**src/rtl/dcr_shadow_bank_pkg.sv**
```systemverilog
// ==========================================================================
// dcr_shadow_bank_pkg - shared DCR constants, commit FSM states, range check
// Revision: 1.0
// ==========================================================================
`default_nettype none

package dcr_shadow_bank_pkg;

  localparam logic [11:0] DCR_BASE_ADDR = 12'h001;

  typedef enum logic [1:0] {
    IDLE    = 2'd0,
    PENDING = 2'd1,
    COPY    = 2'd2
  } dcr_bank_state_e;

  // idx is (addr - base) already wrapped to the bus address width
  function automatic logic dcr_in_range(input logic [31:0] addr,
                                        input logic [31:0] base,
                                        input logic [31:0] idx,
                                        input int unsigned num_regs);
    return (addr >= base) && (idx < num_regs);
  endfunction

endpackage

`default_nettype wire

```
**src/rtl/dcr_byte_reg.sv**
```systemverilog
// ==========================================================================
// dcr_byte_reg - one DATA_W register with per-byte write enables
// Revision: 1.0
// ==========================================================================
`default_nettype none

module dcr_byte_reg #(
  parameter int                DATA_W    = 32,
  parameter logic [DATA_W-1:0] RESET_VAL = '0
) (
  input  logic                clk,
  input  logic                reset,
  input  logic                we,
  input  logic [DATA_W/8-1:0] be,
  input  logic [DATA_W-1:0]   d,
  output logic [DATA_W-1:0]   q
);

  always_ff @(posedge clk or negedge reset) begin
    if (!reset) begin
      q <= RESET_VAL;
    end else if (we) begin
      for (int b = 0; b < DATA_W/8; b++) begin
        if (be[b]) q[b*8 +: 8] <= d[b*8 +: 8];
      end
    end
  end

endmodule

`default_nettype wire

```
**src/rtl/dcr_shadow_bank.sv**
```systemverilog
// ==========================================================================
// dcr_shadow_bank - shadow/active DCR bank with atomic, idle-gated commit
// Revision: 1.0
// ==========================================================================
`default_nettype none

module dcr_shadow_bank
  import dcr_shadow_bank_pkg::*;
#(
  parameter int                         NUM_REGS   = 8,
  parameter int                         DATA_W     = 32,
  parameter int                         ADDR_W     = 12,
  parameter logic [ADDR_W-1:0]          BASE_ADDR  = ADDR_W'(DCR_BASE_ADDR),
  parameter logic [NUM_REGS*DATA_W-1:0] RESET_VALS = '0
) (
  input  logic                       clk,
  input  logic                       reset,
  input  logic                       wr_valid,
  input  logic [ADDR_W-1:0]          wr_addr,
  input  logic [DATA_W-1:0]          wr_data,
  input  logic [DATA_W/8-1:0]        wr_byteen,
  input  logic                       rd_valid,
  input  logic [ADDR_W-1:0]          rd_addr,
  input  logic                       rd_shadow,
  output logic                       rd_rsp_valid,
  output logic [DATA_W-1:0]          rd_rsp_data,
  output logic                       rd_rsp_err,
  input  logic                       commit_valid,
  output logic                       commit_ready,
  input  logic                       cores_busy,
  output logic                       commit_done,
  output logic [NUM_REGS-1:0]        dirty,
  output logic [NUM_REGS*DATA_W-1:0] active_dcrs
);

  localparam int IDX_W = (NUM_REGS > 1) ? $clog2(NUM_REGS) : 1;

  dcr_bank_state_e   state;
  logic [ADDR_W-1:0] wr_idx;
  logic [ADDR_W-1:0] rd_idx;
  logic              wr_hit;
  logic              rd_hit;
  logic              copy_en;
  logic [NUM_REGS-1:0] wr_sel;
  logic [DATA_W-1:0] shadow_q [NUM_REGS];
  logic [DATA_W-1:0] active_q [NUM_REGS];

  assign wr_idx  = wr_addr - BASE_ADDR;
  assign rd_idx  = rd_addr - BASE_ADDR;
  assign wr_hit  = wr_valid &&
                   dcr_in_range(32'(wr_addr), 32'(BASE_ADDR), 32'(wr_idx), unsigned'(NUM_REGS));
  assign rd_hit  = dcr_in_range(32'(rd_addr), 32'(BASE_ADDR), 32'(rd_idx), unsigned'(NUM_REGS));
  assign copy_en = (state == COPY);
  assign commit_ready = (state == IDLE);

  generate
    for (genvar i = 0; i < NUM_REGS; i++) begin : g_regs
      assign wr_sel[i] = wr_hit && (wr_idx == ADDR_W'(i));

      dcr_byte_reg #(
        .DATA_W    (DATA_W),
        .RESET_VAL (RESET_VALS[i*DATA_W +: DATA_W])
      ) u_shadow (
        .clk   (clk),
        .reset (reset),
        .we    (wr_sel[i]),
        .be    (wr_byteen),
        .d     (wr_data),
        .q     (shadow_q[i])
      );

      // Active copy takes the pre-edge shadow, so a write landing in the
      // COPY cycle stays in the shadow only.
      dcr_byte_reg #(
        .DATA_W    (DATA_W),
        .RESET_VAL (RESET_VALS[i*DATA_W +: DATA_W])
      ) u_active (
        .clk   (clk),
        .reset (reset),
        .we    (copy_en),
        .be    ({(DATA_W/8){1'b1}}),
        .d     (shadow_q[i]),
        .q     (active_q[i])
      );

      assign active_dcrs[i*DATA_W +: DATA_W] = active_q[i];
    end
  endgenerate

  always_ff @(posedge clk or negedge reset) begin
    if (!reset) begin
      state       <= IDLE;
      commit_done <= 1'b0;
      dirty       <= '0;
    end else begin
      commit_done <= 1'b0;
      dirty       <= (copy_en ? '0 : dirty) | wr_sel;
      case (state)
        IDLE:    if (commit_valid) state <= cores_busy ? PENDING : COPY;
        PENDING: if (!cores_busy) state <= COPY;
        COPY: begin
          state       <= IDLE;
          commit_done <= 1'b1;
        end
        default: state <= IDLE;
      endcase
    end
  end

  always_ff @(posedge clk or negedge reset) begin
    if (!reset) begin
      rd_rsp_valid <= 1'b0;
      rd_rsp_data  <= '0;
      rd_rsp_err   <= 1'b0;
    end else begin
      rd_rsp_valid <= rd_valid;
      if (rd_valid) begin
        if (rd_hit) begin
          rd_rsp_data <= rd_shadow ? shadow_q[rd_idx[IDX_W-1:0]]
                                   : active_q[rd_idx[IDX_W-1:0]];
          rd_rsp_err  <= 1'b0;
        end else begin
          rd_rsp_data <= '0;
          rd_rsp_err  <= 1'b1;
        end
      end
    end
  end

endmodule

`default_nettype wire

```
**config.mk**
```make
export PLATFORM = sky130hd
export DESIGN_NAME = dcr_shadow_bank
export DESIGN_NICKNAME = d
export VERILOG_FILES = /design/src/rtl/dcr_shadow_bank_pkg.sv /design/src/rtl/dcr_byte_reg.sv /design/src/rtl/dcr_shadow_bank.sv
export SDC_FILE = /design/constraint.sdc
export NUM_CORES = 1
export LEC_CHECK = 0
export ABC_AREA = 1
export CAP_MARGIN = 5
export CELL_PAD_IN_SITES_DETAIL_PLACEMENT = 2
export CELL_PAD_IN_SITES_GLOBAL_PLACEMENT = 2
export CORE_ASPECT_RATIO = 2
export CORE_MARGIN = 2
export CORE_UTILIZATION = 35
export DETAILED_ROUTE_END_ITERATION = 10
export PLACE_DENSITY = 0.95
export SLEW_MARGIN = 20
export SYNTH_ARGS = -nofsm -noshare
export SYNTH_HDL_FRONTEND = slang
export SYNTH_SLANG_ARGS = --single-unit
```
**constraint.sdc**
```tcl
create_clock -name clk -period 3.1 [get_ports clk]
set_clock_uncertainty 0.2 [all_clocks]
set_input_delay 0.775 -clock clk [delete_from_list [all_inputs] [get_ports clk]]
set_output_delay 0.775 -clock clk [all_outputs]
set_load 0.005 [all_outputs]
```
==> parameters.txt <==
Parameter                              Value

Outcome
  Result of the run    completed

Global routing
  First-pass GRT wire length    201000 um
  Met3 demand-to-capacity share in global routing    5.49%
  GR Util met2    61.8%
  Initial antenna violation count    8
  Busiest layer in global routing    met2
  Number of global-route vias before repair    30509
  Pin count of the biggest net entering global routing    148
  Met1 Usage GRT    40.1%
  Total grt overflow    0
  Total routing resource utilization after global routing    35.1%

Place
  Area post-placement    31100 um2
  Final Wtd Congestion    0.848
  Number of buffer cells added on primary ports    366
  HPWL after DPL    83700 um
  DP Worst Slack    -0.0902 ns
  Cell count after placement    4380

Power
  Internal power of the cells    11.9 mW
  Fraction of power consumed by the clock network    44.6%
  Switching fraction of total power    27.6%
  Peak supply drop    0.353 mV
  Power density cells    499 nW/um2
  Flop pwr share    44.4%
  Leakage power summed over all cells    15.1 nW
  Logic pwr share    11.0%
  Net Sw Power    4.54 mW

Worst setup path
  Most frequent cell on the critical path    nand2_1
  Crit-path leading delay family    simple AND/OR/NAND/NOR gates
  Count of cells along the worst register-to-register path    6
  Critical setup path kind    in2reg
  Cell at the slowest stage of the critical path    clkdlybuf4s50_1
  Kind of start point of the critical path    input port
  R2r endpoint    g_regs[2].u_active.q[23]
  Kind of capture point of the worst setup path    flip-flop
  Cell breakdown of the critical path    clkdlybuf4s50_1, nor2_1, nand2_1, inv_1, nand4_1, o21ai_4, buf_4, nand3_1, nand2_1, nand2_1
  CP peak stage delay    0.50 ns
  Reg-to-reg setup timing slack    0.85 ns
  Maximum fanout encountered on the critical timing path    10
  Startpoint of the lowest-slack register-to-register path    state[1]
  Worst endpoint data arrival time    3.11 ns
  Buffers & Inverters on Critical Path    3
  Required time at the endpoint of the critical path    3.39 ns

Layout
  Final cell utilization of the core    45.3%
  Nets    3580
  Fraction of final layout cells sized beyond drive strength 1    6.59%
  Number of standard cells in the layout, taps in and fillers out    4480
  Final cell area excluding filler cells    33000 um2
  Synth-to-layout area growth    28.7%

Yosys
  Mean cell area of the mapped netlist    8.02 um2
  Number of instances in the synthesized netlist    3194
  Total number of yosys warnings    0
  Mapped Area    25600 um2
  Sequential element share of the synthesized area    54.4%
  Largest cells by area after synthesis    dfrtp_1 54%, nand2_1 17%, o21ai_0 6.8%, nand3_1 4.0%, a21oi_1 3.7%
  Net count of the mapped netlist    3262
  Synth area leader    dfrtp_1
  Number of unique standard cell types used by synthesis    27
  Register bit total from synthesis    557
  Share of Yosys cell area claimed by the top area cell type    54.4%

Routing
  Number of remaining DRC errors    0
  Antenna violation net count after detailed routing    0
  Drt first pass iters    7
  Avg Vias per Cell    5.96
  Initial drt markers    2048
  Via total after detailed routing    26689
  Routed length per placed instance    29.8 um
  Total length of routed wires    133000 um

STA
  Final worst setup slack    0.284 ns
  Final min period    2.82 ns
  Final number of max-transition violations    0
  Final number of hold-violating endpoints    0
  Unrepaired setup endpoints after global routing    no
  Part of the cycle the worst path needs    90.8%
  Timing-limited maximum frequency    355 MHz
  Slew at the pin with the worst max-slew slack    1.03 ns
  Final number of setup-violating endpoints    0
  Worst hold margin    0.280 ns
  Tightest slew margin relative to the limit    31.4%

Clock tree
  Setup repair bufs after CTS    0
  Buffer type at the clock tree root    clkbuf_16
  Insertion delay of the later-clocked pin in the worst-skew pair    0.62 ns
  Sinks on the clock net    557
  Clock transition at path regs    0.08 ns
  Number of H-tree levels    2
  Clock buffer count from CTS    52
  CTS tree    built
  Maximum clock insertion buffer count    3

Floorplanning
  Floorplan Core Area    72700 um2
  I/O pin total    367
  Number of standard-cell rows in the floorplan    140
  Die Ht    387 um
  Die Footprint    75500 um2
  Horizontal die dimension    195 um
  Starting utilization of the core area    35.2%

Job
  # Max-Cap Violations    0

Worst hold path
  Hold wc startpoint    g_regs[5].u_shadow.q[23]
  Hold path cells    2
  Hold worst-path end    g_regs[5].u_shadow.q[23]
  Class of the most critical hold timing path    reg2reg
[synthesized netlist by cell type]
cell type	instances
buf_6	1
nor4_1	2
inv_1	175
nand3_2	1
a21oi_1	190
o211ai_1	63
a22o_1	3
nand2_1	1182
buf_1	19
nor2_2	1
nand3_4	6
nor2_1	80
o21ai_0	346
buf_2	51
nand4_1	98
xnor2_1	1
nand4_2	1
nand3_1	207
dfrtp_1	557
or2_0	1
nor2_4	2
a22oi_1	31
inv_2	2
clkbuf_1	153
o21ai_1	17
nor3_1	3
ha_1	1
[area by class of cell]
| cell class | count | area, um2 |
|---|---|---|
| fillers | 7840 | 39700 |
| clock buffers | 70 | 1490 |
| repair buffers | 488 | 5170 |
| flip-flops and latches | 557 | 13900 |
| inverters | 177 | 677 |
| well taps | 923 | 1150 |
| diodes | 5 | 12.5 |
| multi-input cells | 2236 | 10100 |
| clock inverters | 24 | 365 |
[registers in the layout, indices dropped and copies added (netlist names)]
name,count
commit_done,1
dirty,8
g_regs.u_active.q,256
g_regs.u_shadow.q,256
rd_rsp_data,32
rd_rsp_err,1
rd_rsp_valid,1
state,2
[metrics by stage]
step / setup TNS [ns] / power [mW]
final: 0 / 16.4
after detailed placement: -2.61 / 9.16
after global routing: 0 / 16.8
after global placement: 0 / 9.07
after floorplan: -0.0231 / 8.23
after CTS: 0 / 16.5
[worst min-delay path: cells and delay by family, from the launching register on]
kind / cells / cell delay [ns]
simple gates: 2 / 0.11
flops: 1 / 0.35
[placed cells by master (no fill, tap or decap), drive strengths merged, types with 63 or more instances in the layout]
| cell type | synthesis | layout |
|---|---|---|
| clkdlybuf4s50 | 0 | 363 |
| o21ai | 363 | 363 |
| inv | 177 | 177 |
| nand3 | 214 | 214 |
| clkbuf | 153 | 70 |
| nand4 | 99 | 99 |
| o211ai | 63 | 63 |
| dfrtp | 557 | 557 |
| buf | 71 | 124 |
| nor2 | 83 | 83 |
| nand2 | 1182 | 1182 |
| a21oi | 190 | 190 |
[power groups by stage]
stage / Clock (mW) / Sequential [mW] / Combinational [mW]
floorplan: 0 / 7.44 / 0.794
global placement: 0 / 7.44 / 1.63
detailed placement: 0 / 7.45 / 1.71
CTS: 7.40 / 7.31 / 1.77
global route: 7.62 / 7.30 / 1.90
finish: 7.34 / 7.31 / 1.80
[logic make-up (layout without fill, tap and decap cells)]
group	count (synthesis)	in the layout	share of synthesized area (%)
compound gates	650	650	13.7
xor+xnor	1	1	0.0342
fa+ha+maj	1	1	0.0488
buf+inv	401	759	6.16
flops	557	557	54.4
other cells	0	5	0
simple gates	1584	1584	25.7
[what timing repair did]
item                                    in CTS  in global routing
resized for setup                            0                  0
endpoints found under the setup margin       0                  0
hold endpoints to repair                    15                  0
hold buffers                                 1                  0
[per-layer routing]
layer	share of wire, %	vias up
li1	-	11102
met1	37	13876
met2	51	1222
met3	5.8	481
met4	6.4	8
met5	0.040	-
[how the worst max path moves through the flow]
stage / cells after the start / end / from / slack (ns)
6_report: 10 / g_regs[4].u_shadow.q[0] / wr_addr[0] / 0.28
5_1_grt: 9 / g_regs[4].u_shadow.q[0] / wr_addr[11] / 0.22
4_1_cts: 10 / g_regs[4].u_shadow.q[0] / wr_addr[0] / 0.34
3_5_place_dp: 9 / g_regs[5].u_shadow.q[4] / wr_addr[11] / -0.09
3_3_place_gp: 10 / g_regs[6].u_shadow.q[15] / wr_addr[11] / 0.03
2_1_floorplan: 14 / rd_rsp_data[0] / rd_addr[0] / -0.003
Note: power is estimated with default switching activity, not from simulation.
